**config.mk**
```make
export PLATFORM = sky130hd
export DESIGN_NAME = auto_updn_sweep_ctr
export DESIGN_NICKNAME = d
export VERILOG_FILES = /design/src/rtl/auto_updn_pkg.sv /design/src/rtl/updn_sat_step.sv /design/src/rtl/auto_updn_sweep_ctr.sv
export SDC_FILE = /design/constraint.sdc
export NUM_CORES = 1
export LEC_CHECK = 0
export BUFFER_PORTS_ARGS = -buffer_cell sky130_fd_sc_hd__buf_2
export CAP_MARGIN = 20
export CORE_MARGIN = 4
export CORE_UTILIZATION = 52
export CTS_BUF_LIST = sky130_fd_sc_hd__clkbuf_8 sky130_fd_sc_hd__clkbuf_16
export CTS_CLUSTER_SIZE = 25
export DETAILED_ROUTE_END_ITERATION = 8
export GPL_ROUTABILITY_DRIVEN = 1
export PLACE_DENSITY = 0.82
export SLEW_MARGIN = 25
export SYNTH_ARGS = -nofsm -noshare
export SYNTH_HDL_FRONTEND = slang
export SYNTH_SLANG_ARGS = --single-unit
```
**constraint.sdc**
```tcl
create_clock -name CLK -period 3 [get_ports CLK]
set_input_delay 0.3 -clock CLK [delete_from_list [all_inputs] [get_ports CLK]]
set_output_delay 0.3 -clock CLK [all_outputs]
set_load 0.02 [all_outputs]
```
**src/rtl/auto_updn_pkg.sv**
```systemverilog
// Shared types and constants for the auto-direction sweep counter.
package auto_updn_pkg;

    // Sweep FSM state encoding
    typedef enum logic [1:0] {
        IDLE = 2'b00,
        UP   = 2'b01,
        DOWN = 2'b10
    } state_t;

    // Run mode selection
    localparam logic MODE_CONT   = 1'b0;
    localparam logic MODE_SINGLE = 1'b1;

endpackage

```
**src/rtl/updn_sat_step.sv**
```systemverilog
// Combinational step of the sweep counter: add or subtract the step and clamp
// the result to the active limit, computed one bit wider so it never wraps.
module updn_sat_step #(
    parameter int WIDTH = 8
) (
    input  logic [WIDTH-1:0] count,
    input  logic [WIDTH-1:0] step,
    input  logic [WIDTH-1:0] limit,
    input  logic             up,
    output logic [WIDTH-1:0] count_next
);

    // Upward step, clamped to the upper limit
    function automatic logic [WIDTH-1:0] sat_add(
        input logic [WIDTH-1:0] a,
        input logic [WIDTH-1:0] s,
        input logic [WIDTH-1:0] lim
    );
        logic [WIDTH:0] sum;
        sum = {1'b0, a} + {1'b0, s};
        return (sum >= {1'b0, lim}) ? lim : sum[WIDTH-1:0];
    endfunction

    // Downward step, clamped to the lower limit; a borrow also clamps
    function automatic logic [WIDTH-1:0] sat_sub(
        input logic [WIDTH-1:0] a,
        input logic [WIDTH-1:0] s,
        input logic [WIDTH-1:0] lim
    );
        logic [WIDTH:0] diff;
        diff = {1'b0, a} - {1'b0, s};
        return (diff[WIDTH] || (diff[WIDTH-1:0] <= lim)) ? lim : diff[WIDTH-1:0];
    endfunction

    assign count_next = up ? sat_add(count, step, limit) : sat_sub(count, step, limit);

endmodule

```
**src/rtl/auto_updn_sweep_ctr.sv**
```systemverilog
// Triangular sweep counter: ramps Count between Lo_Lim and Hi_Lim in steps of
// STEP, either ping-ponging forever or doing one up/down sweep ending in Done.
module auto_updn_sweep_ctr
    import auto_updn_pkg::*;
#(
    parameter int WIDTH = 8,
    parameter int STEP  = 1
) (
    input  logic             CLK,
    input  logic             RST,
    input  logic             Activate,
    input  logic             Halt,
    input  logic             Mode,
    input  logic [WIDTH-1:0] Lo_Lim,
    input  logic [WIDTH-1:0] Hi_Lim,
    output logic [WIDTH-1:0] Count,
    output logic             UP_M,
    output logic             DN_M,
    output logic             At_Hi,
    output logic             At_Lo,
    output logic             Done,
    output logic             Err
);

    localparam logic [WIDTH-1:0] STEP_V = WIDTH'(STEP);

    state_t           state;
    state_t           state_next;
    logic [WIDTH-1:0] count_next;
    logic [WIDTH-1:0] stepped;
    logic [WIDTH-1:0] step_lim;
    logic             step_up;
    logic             done_next;
    logic             err_next;

    // Single shared stepper; the FSM picks direction and clamp limit
    updn_sat_step #(
        .WIDTH(WIDTH)
    ) u_step (
        .count      (Count),
        .step       (STEP_V),
        .limit      (step_lim),
        .up         (step_up),
        .count_next (stepped)
    );

    // Limit flags follow the registered count against the live limits
    assign At_Hi = (Count == Hi_Lim);
    assign At_Lo = (Count == Lo_Lim);

    // Next-state, next-count and pulse decode; Halt outranks the FSM
    always_comb begin
        state_next = state;
        count_next = Count;
        done_next  = 1'b0;
        err_next   = 1'b0;
        step_up    = 1'b1;
        step_lim   = Hi_Lim;
        if (Halt) begin
            state_next = IDLE;
        end else begin
            case (state)
                IDLE: begin
                    if (Activate) begin
                        if (Lo_Lim < Hi_Lim) begin
                            state_next = (Count < Hi_Lim) ? UP : DOWN;
                        end else begin
                            err_next = 1'b1;
                        end
                    end
                end
                UP: begin
                    step_up  = 1'b1;
                    step_lim = Hi_Lim;
                    // >= so a count left above a lowered limit turns around
                    if (Count >= Hi_Lim) begin
                        state_next = DOWN;
                    end else begin
                        count_next = stepped;
                    end
                end
                DOWN: begin
                    step_up  = 1'b0;
                    step_lim = Lo_Lim;
                    if (Count <= Lo_Lim) begin
                        if (Mode == MODE_SINGLE) begin
                            state_next = IDLE;
                            done_next  = 1'b1;
                        end else begin
                            state_next = UP;
                        end
                    end else begin
                        count_next = stepped;
                    end
                end
                default: begin
                    state_next = IDLE;
                end
            endcase
        end
    end

    // State, count and registered outputs; direction flags decode next state
    always_ff @(posedge CLK) begin
        if (RST) begin
            state <= IDLE;
            Count <= '0;
            UP_M  <= 1'b0;
            DN_M  <= 1'b0;
            Done  <= 1'b0;
            Err   <= 1'b0;
        end else begin
            state <= state_next;
            Count <= count_next;
            UP_M  <= (state_next == UP);
            DN_M  <= (state_next == DOWN);
            Done  <= done_next;
            Err   <= err_next;
        end
    end

endmodule
```
==> results of run 1 <==
-- worst max-delay path, cell delays in order (launching register included) --
cell and delay (ns):
dfxtp_2 0.35, inv_2 0.06, ha_4 0.18, nand2b_4 0.16, buf_6 0.13, mux2_4 0.33, ha_4 0.23, nand2b_4 0.14
nand3_2 0.08, a211oi_2 0.08, nor4_2 0.34, buf_4 0.22, mux2i_2 0.24, o21ai_1 0.10, o221a_2 0.27
-- cell type report --
class                           count  area (um2)
Clock buffer                        4        55.1
Fill cell                         214         703
Inverter                           27         101
Multi-Input combinational cell    216        2080
Sequential cell                    14         294
Tap cell                           50        62.6
Timing Repair Buffer               98         706
-- timing repair --
item | in CTS | in global routing
hold endpoints to repair | 0 | 0
gates cloned | 1 | 1
endpoints found under the setup margin | 8 | 8
pin swaps | 3 | 24
buffers inserted | 7 | 14
gates resized for setup | 19 | 77
-- per-layer routing --
metal | vias up | global-route usage | wire, um
met4 | 0 | 0.123 | 614
met2 | 177 | 0.459 | 4270
li1 | 1152 | - | -
met1 | 1241 | 0.323 | 3360
met3 | 63 | 0.0512 | 681
met5 | - | 0 | 0
-- where the power goes --
group	leakage (uW)	internal (uW)	total (uW)	switching [uW]
combinational	0.00143	230	483	253
clock	0.0000288	117	200	83.5
sequential	0.000117	192	199	7.42
total	0.00158	539	883	344
-- Yosys cell counts (2+ instances only) --
library cell and n:
dfxtp_1 14, buf_2 5, nor3b_2 2, nand2b_1 5, nand2_1 23, inv_1 26
ha_1 45, a211oi_1 6, nand4_1 6, o21ai_0 11, o21ai_1 5, buf_6 2
and3_1 2, nor3_1 4, nand3_1 5, o221a_2 6, nor2_1 20, clkbuf_1 2
nor2b_1 4, nor4_1 2, xor2_1 6, o211ai_1 3, mux2i_1 13, a21oi_1 15
o21a_1 3, xnor2_1 5, a211o_1 2
-- cells by family after synthesis --
kind of cell	after synthesis
AND/OR/NAND/NOR	80
AO/OA/AOI/OAI	64
adder cells (fa/ha/maj)	45
buffers and inverters	37
multiplexers	15
flip-flops	14
XOR/XNOR	11
-- metrics by stage --
stage          instances  total power [uW]  TNS (ns)  setup WS, ns
2_1_floorplan        266               429         0       0.00442
3_3_place_gp         384               547     -1.53        -0.211
3_5_place_dp         384               560     -2.67        -0.384
4_1_cts              396               780         0       0.00443
5_1_grt              409               920    -0.556        -0.114
6_report             409               883   -0.0195       -0.0195
-- worst min-delay path by stage --
| stage | start | endpoint | slack [ns] | cells past startpoint |
|---|---|---|---|---|
| 2_1_floorplan | RST | Done$_SDFF_PP0_ | 0.38 | 1 |
| 3_3_place_gp | RST | Done$_SDFF_PP0_ | 0.54 | 2 |
| 3_5_place_dp | RST | Done$_SDFF_PP0_ | 0.54 | 2 |
| 4_1_cts | RST | Done$_SDFF_PP0_ | 0.27 | 2 |
| 5_1_grt | RST | Done$_SDFF_PP0_ | 0.27 | 2 |
| 6_report | RST | Done$_SDFF_PP0_ | 0.27 | 2 |
-- registers in the layout, indices dropped and copies added, names as in the netlist --
name and count:
UP_M 1, state 2, Count 8, Done 1, Err 1, DN_M 1
==> impl_metrics.toml, run 1 <==
[finish]
fin_area_um2 = 3300
drive_gt1_frac = 0.490
final_cell_mix = "buf_4 (50), ha_1 (36), buf_2 (35)"
final_util = 0.824
area_growth_pct = 53.5
final_nets = 426
antennaDiodeCount = 0
layout_commonest_cell = "buf_4"

[floorplanning]
core-area_um2 = 4000
start_util = 0.537
fp.dieW_um = 72.3
dieArea_um2 = 5220
rows = 23
chipHeight_um = 72.3
top_level_ports = 35

[power_and_ir_drop]
p_leak_uw = 0.00158
peakVddDrop_uv = 278
powerDensity_nw_per_um2 = 268

[setup_path]
critical_path_class = "flip-flop to flip-flop"
cp.arrival_ns = 3.17
crit_path_end = "Count[4]$_SDFFE_PP0P_"
cp-start-kind = "flip-flop"
worstReg2RegEnd = "Count[4]$_SDFFE_PP0P_"
r2r-start = "state[0]$_SDFF_PP0_"
worstPathRequired_ns = 3.15
rr_worst_depth = 14
path_max_fanout = 6
cp-startpoint = "state[0]$_SDFF_PP0_"
endpoint_kind = "flip-flop"
r2r_slack_ns = -0.02

[synth]
syn_avg_cell_area_um2 = 8.08
syn_inst = 266
yosysTopAreaCell = "ha_1"
yosys.area_share.xor_xnor = 0.0448
synth-edff-count = 0
synth_top_family_by_area = "adder cells"
async_flop_share = 0
yosys.area.top_type_share = 0.262
syn_area_um2 = 2150
muxShareOfSynthArea = 0.0728
synthAdderAreaFrac = 0.262
yosys_warnings = 0
synthFlopType = "dfxtp_1"
synth-simple-area-share = 0.195
synthDistinctLibCells = 51
ys_seq_area_frac = 0.130
synth.area.top_cells = "ha_1 (26%), dfxtp_1 (13%), mux2i_1 (6.1%), inv_1 (4.5%), nand2_1 (4.0%)"
ys_ff_latch = 14
syn-num-nets = 332
synth_compound_area_frac = 0.219

[sta]
slew_headroom = 0.555
rsz0062_at_grt = "yes"
finalClockSkew_ns = 0.00427
max_freq_mhz = 331
slew_violations = 0
period_needed_ns = 3.02
worstMarginPinSlew_ns = 0.667
min_period_over_period = 1.01
layout_setup_ws_ns = -0.0195
setup_viol = 1
finalHoldViolations = 0
timing.hold.ws_ns = 0.274

[clock_network]
numCtsBuffers = 3
cts.path.max_buffers = 2
htree_levels = 1
holdBufCountCts = 0
clock-sinks = 14
clk_pin_slew_worst_paths_ns = 0.07
cts_tree = "built"
cts.root.buffer_cell = "clkbuf_8"
clk_latency_ns = 0.26

[global_route]
grt-ovfl-total = 0
antenna_found_initial = 0
grt_max_degree = 15
grt_pass1_vias = 2437
grt_usage = 0.268
grt_pass1_wl_mm = 11.1

[routing]
dr.pass1.iters = 5
via_count = 2633
wirelength_mm = 8.93
drt_iter0_markers = 222
viasPerCell = 6.44
wl_per_cell_um = 21.8
drc_errors = 0
ant_nets = 0

[outcome]
status = "complete, but fails checks"
violations = "setup timing"

[placed_design]
dp_hpwl_mm = 5.03
dpl-instance-area_um2 = 2660
portBuffers = 34
gp_congestion = 0.979

[job]
drv_cap = 0

[min_path]
hp-class = "input port to flip-flop"
(Power assumes the default switching activity.)
==> run 2, diff against run 1 <==
Settings changed: PLACE_DENSITY 0.82 to not set, PLACE_DENSITY_LB_ADDON set to 0.05.
==> run 2 against run 1 <==
Effect of this change:
- the flow now finishes without violations
- total power decreased by 10%
- highest routed layer unchanged
- clock power decreased by 19%
- largest cell class unchanged
- critical path depth increased by 3
- global-route usage decreased by 2.0 points
==> impl_metrics.toml, run 2 (same netlist as run 1, synthesis figures left out) <==
[outcome]
status = "completed"

[global_route]
antenna_found_initial = 0
grt_pass1_wl_mm = 10.3
grt_max_degree = 14
grt_pass1_vias = 2218
grt-ovfl-total = 0
grt_usage = 0.249

[floorplanning]
start_util = 0.537
core-area_um2 = 4000
dieArea_um2 = 5220
top_level_ports = 35
rows = 23
chipHeight_um = 72.3
fp.dieW_um = 72.3

[routing]
dr.pass1.iters = 4
viasPerCell = 5.72
wl_per_cell_um = 16.7
ant_nets = 0
drt_iter0_markers = 100
wirelength_mm = 6.75
drc_errors = 0
via_count = 2305

[setup_path]
r2r_slack_ns = 0.07
worstPathRequired_ns = 3.15
rr_worst_depth = 17
crit_path_end = "Count[4]$_SDFFE_PP0P_"
cp-startpoint = "state[0]$_SDFF_PP0_"
path_max_fanout = 6
worstReg2RegEnd = "Count[4]$_SDFFE_PP0P_"
critical_path_class = "flip-flop to flip-flop"
endpoint_kind = "flip-flop"
cp.arrival_ns = 3.07
r2r-start = "state[0]$_SDFF_PP0_"
cp-start-kind = "flip-flop"

[sta]
slew_violations = 0
rsz0062_at_grt = "yes"
layout_setup_ws_ns = 0.0749
setup_viol = 0
worstMarginPinSlew_ns = 0.627
min_period_over_period = 0.975
max_freq_mhz = 342
finalClockSkew_ns = 0.00654
slew_headroom = 0.582
finalHoldViolations = 0
period_needed_ns = 2.93

[finish]
nFillCells = 292
regMostFlops = "Count"
top_regs = "Count (8), state (2)"
antennaDiodeCount = 0
drive_gt1_frac = 0.436
final_cell_mix = "buf_4 (49), ha_1 (38), buf_2 (34)"
layout_commonest_cell = "buf_4"
final_nets = 421
finalNonFillerCells = 403
area_growth_pct = 44.6
final_util = 0.777
seq_area_um2 = 295
largest_register_ffs = 8
fin_area_um2 = 3110
multi_input_area_um2 = 1940

[clock_network]
clk_pin_slew_worst_paths_ns = 0.07
clk_latency_ns = 0.25
cts.root.buffer_cell = "clkbuf_8"
cts_tree = "built"
clock-sinks = 14
numCtsBuffers = 3
cts.path.max_buffers = 2
htree_levels = 1

[job]
drv_cap = 0

[placed_design]
dp_hpwl_mm = 5.03
gp_congestion = 0.940
dpl-instance-area_um2 = 2680
numPlacedInstances = 387
portBuffers = 34
dpl_worst_slack_ns = -0.412

[power_and_ir_drop]
total_power_uw = 791
powerDensity_nw_per_um2 = 255
p_leak_uw = 0.00151
peakVddDrop_uv = 177

[min_path]
hp-class = "input port to flip-flop"
hold_depth = 2
[run 2: layout make-up]
| cell class | instances | area share |
|---|---|---|
| inverters | 27 | 0.0326 |
| flip-flops and latches | 14 | 0.0950 |
| multi-input cells | 215 | 0.623 |
| well taps | 50 | 0.0201 |
| clock buffers | 3 | 0.0133 |
| repair buffers | 94 | 0.216 |
[run 2: critical path, stage by stage, from the launching register on]
cell,delay [ns]
dfxtp_2,0.32
inv_2,0.07
ha_4,0.15
nand2b_4,0.09
buf_6,0.14
o21ai_4,0.16
inv_2,0.06
buf_4,0.13
ha_1,0.30
a211o_1,0.26
a21oi_1,0.18
and3_1,0.23
a211oi_4,0.06
buf_6,0.14
buf_4,0.13
nand3_1,0.09
o31ai_1,0.07
o221a_2,0.25
[run 2: worst min path at each step]
stage          start         endpoint  slack (ns)
2_1_floorplan    RST  Done$_SDFF_PP0_        0.38
3_3_place_gp     RST  Done$_SDFF_PP0_        0.55
3_5_place_dp     RST  Done$_SDFF_PP0_        0.54
4_1_cts          RST  Done$_SDFF_PP0_        0.28
5_1_grt          RST  Done$_SDFF_PP0_        0.29
6_report         RST  Done$_SDFF_PP0_        0.28
[run 2: through the flow]
| stage | hold slack (ns) | TNS [ns] |
|---|---|---|
| after floorplan | 0.376 | 0 |
| after global placement | 0.545 | -2.06 |
| after detailed placement | 0.543 | -2.81 |
| after CTS | 0.276 | 0 |
| after global routing | 0.292 | -0.135 |
| final | 0.284 | 0 |
[run 2: repair_timing]
action,4_1_cts,5_1_grt
pin swaps,7,17
endpoints found under the hold margin,0,0
buffers inserted,6,7
resized for setup,17,51
setup endpoints to repair,8,8
hold buffers,0,0
gates cloned,0,1
[run 2: metal layers]
layer / track usage / vias to the layer above / part of all wire
li1: - / 1145 / -
met1: 0.315 / 1097 / 0.44
met2: 0.444 / 57 / 0.49
met3: 0.0374 / 6 / 0.054
met4: 0.0522 / 0 / 0.0077
met5: 0 / - / 0
[run 2: power breakdown]
group / switching [uW] / leakage [uW] / internal [uW]
Sequential: 6.74 / 0.000117 / 191
Combinational: 219 / 0.00137 / 211
Clock: 74.1 / 0.0000216 / 89.0
==> run 3, diff against run 2 <==
Settings changed: ABC_AREA set to 1, CORE_UTILIZATION 52 to 53.
==> run 3 against run 2 <==
Effect of this change:
- clock skew fell by 0.0038 ns
- maximum frequency rose by 8.2%
- count of clock-buffer cells in the layout did not move
- sequential share of layout area rose by 1.4 points
- combinational power rose by 5.3%
- setup slack improved by 0.22 ns
- critical path depth fell by 1
- flip-flop and latch count did not move
- register-to-register slack improved by 0.22 ns
- highest routed layer unchanged
==> impl_metrics.toml, run 3 <==
[outcome]
status = "completed"

[synth]
synthAdderAreaFrac = 0.249
ys_seq_area_frac = 0.124
synth_commonest_cells = "nand2_1 (119), inv_1 (60), ha_1 (45), nor2_1 (43), nand3_1 (27)"
synth.area.top_cells = "ha_1 (25%), nand2_1 (20%), dfxtp_1 (12%), inv_1 (10%), nor2_1 (7.2%)"
yosys.area_share.xor_xnor = 0.0310
synthDistinctLibCells = 25
yosys.area.top_type_share = 0.249
async_flop_share = 0
syn_inst = 377
muxShareOfSynthArea = 0
syn_area_um2 = 2260
synth_most_common_cell = "nand2_1"
syn-num-nets = 443
synth_compound_area_frac = 0.103
synth_top_family_by_area = "simple AND/OR/NAND/NOR gates"
yosys_warnings = 0
synthFlopType = "dfxtp_1"
ys_ff_latch = 14
synth-edff-count = 0
synth-simple-area-share = 0.373
syn_avg_cell_area_um2 = 5.99
yosysTopAreaCell = "ha_1"

[routing]
viasPerCell = 5.10
wl_per_cell_um = 12.6
wirelength_mm = 5.91
dr.pass1.iters = 4
drc_errors = 0
drt_iter0_markers = 147
via_count = 2390
ant_nets = 0

[finish]
drive_gt1_frac = 0.129
area_growth_pct = 13.5
final_cell_mix = "nand2_1 (118), inv_1 (60), ha_1 (45)"
largest_register_ffs = 8
regMostFlops = "Count"
final_nets = 487
antennaDiodeCount = 0
layout_commonest_cell = "nand2_1"
top_regs = "Count (8), state (2)"
fin_area_um2 = 2560

[clock_network]
cts.path.max_buffers = 2
numCtsBuffers = 3
clk_latency_ns = 0.25
clock-sinks = 14
htree_levels = 1
clk_pin_slew_worst_paths_ns = 0.06
cts_tree = "built"
holdBufCountCts = 0
cts.root.buffer_cell = "clkbuf_8"

[power_and_ir_drop]
p_leak_uw = 0.00162
p_seq_frac = 0.263
peakVddDrop_uv = 185
power_frac_comb = 0.546
powerDensity_nw_per_um2 = 324
switchingPower_uw = 372
internal_power_uw = 458
clockPowerShare = 0.191
p_sw_frac = 0.449

[setup_path]
critPathBufInv = 3
worstReg2RegEnd = "Count[3]$_SDFFE_PP0P_"
max_stage_delay_ns = 0.40
crit_family = "simple AND/OR/NAND/NOR gates"
r2r_slack_ns = 0.30
path_cells = "inv_1 -> ha_1 -> nand2_2 -> nand2_1 -> o21ai_1 -> inv_1 -> ha_1 -> inv_1 -> nor3_1 -> a21oi_2 -> nand2_2 -> nand2_1 -> nand2_1 -> nor2_1 -> nor2_1 -> a21oi_2"
slowest_stage = "dfxtp_1"
endpoint_kind = "flip-flop"
path_max_fanout = 14
worstPathRequired_ns = 3.14
r2r-start = "state[0]$_SDFF_PP0_"
cp.arrival_ns = 2.84
cp-startpoint = "state[0]$_SDFF_PP0_"
critical_path_class = "flip-flop to flip-flop"
rr_worst_depth = 16
cp-start-kind = "flip-flop"

[min_path]
hold_end = "Done$_SDFF_PP0_"
hold_depth = 3
hp-class = "input port to flip-flop"
min_from = "Mode"

[global_route]
antenna_found_initial = 0
grt-ovfl-total = 0
grt_pass1_wl_mm = 9.87
grt_usage = 0.234
grt_max_degree = 17
grt_pass1_vias = 2235

[sta]
period_needed_ns = 2.70
slew_violations = 0
setup_viol = 0
slew_headroom = 0.739
setup_tns_ns = 0
worstMarginPinSlew_ns = 0.387
finalClockSkew_ns = 0.00276
max_freq_mhz = 370
finalHoldViolations = 0
rsz0062_at_grt = "no"
min_period_over_period = 0.901

[placed_design]
gp_congestion = 0.968
dp_hpwl_mm = 4.93
dpl-instance-area_um2 = 2520
portBuffers = 34

[floorplanning]
rows = 23
start_util = 0.556
dieArea_um2 = 5370
core-area_um2 = 4060
chipHeight_um = 73.3
top_level_ports = 35
fp.dieW_um = 73.3

[job]
drv_cap = 0
-- run 3: power groups by stage --
stage                     combinational, uW  clock, uW  sequential, uW
after floorplan                         337          0             228
after global placement                  439          0             222
after detailed placement                449          0             222
after CTS                               452        163             218
after global routing                    522        170             221
final                                   453        158             219
-- run 3: kinds of logic (layout without fill, tap and decap cells) --
group	Yosys count	count (layout)
AO/OA/AOI/OAI	41	41
XOR/XNOR	8	8
adder cells (fa/ha/maj)	45	45
buffers and inverters	65	107
flip-flops	14	14
AND/OR/NAND/NOR	204	204
-- run 3: metrics by stage --
| stage | setup slack (ns) | std cells | utilization | total power, uW | hold slack [ns] |
|---|---|---|---|---|---|
| 2_1_floorplan | 0.502 | 377 | - | 565 | 0.441 |
| 3_3_place_gp | 0.230 | 466 | 0.620 | 662 | 0.577 |
| 4_1_cts | 0.0952 | 469 | 0.631 | 833 | 0.306 |
| 5_1_grt | 0.0135 | 469 | 0.631 | 913 | 0.332 |
| 6_report | 0.296 | 469 | 0.631 | 830 | 0.306 |
| 3_5_place_dp | 0.118 | 466 | 0.620 | 672 | 0.569 |
-- run 3: final cells by class --
type	instances	area, um2
clock buffers	3	41.3
multi-input cells	298	1710
inverters	61	229
flip-flops and latches	14	280
well taps	50	62.6
fillers	406	1500
repair buffers	43	238
-- run 3: metal layers --
layer / global-route usage / share of wire
met5: 0 / 0
met3: 0.0205 / 0.031
met4: 0.0861 / 0.025
met2: 0.404 / 0.48
met1: 0.300 / 0.46
-- run 3: how the worst max path moves through the flow --
stage                                  to  slack (ns)  depth (start not counted)
floorplan           Count[3]$_SDFFE_PP0P_        0.50                         17
global placement    Count[3]$_SDFFE_PP0P_        0.23                         15
detailed placement  Count[3]$_SDFFE_PP0P_        0.12                         15
CTS                 Count[3]$_SDFFE_PP0P_         0.1                         15
global route        Count[1]$_SDFFE_PP0P_        0.01                         16
finish              Count[3]$_SDFFE_PP0P_        0.30                         16
-- run 3: worst min-delay path: cells and delay by family --
family        cells  cell delay (ns)
buf+inv           2             0.15
simple gates      1             0.05
-- run 3: what timing repair did --
action | CTS | global route
setup buffers | 0 | 0
endpoints found under the hold margin | 0 | 0
resized for setup | 0 | 3
setup endpoints to repair | 0 | 8
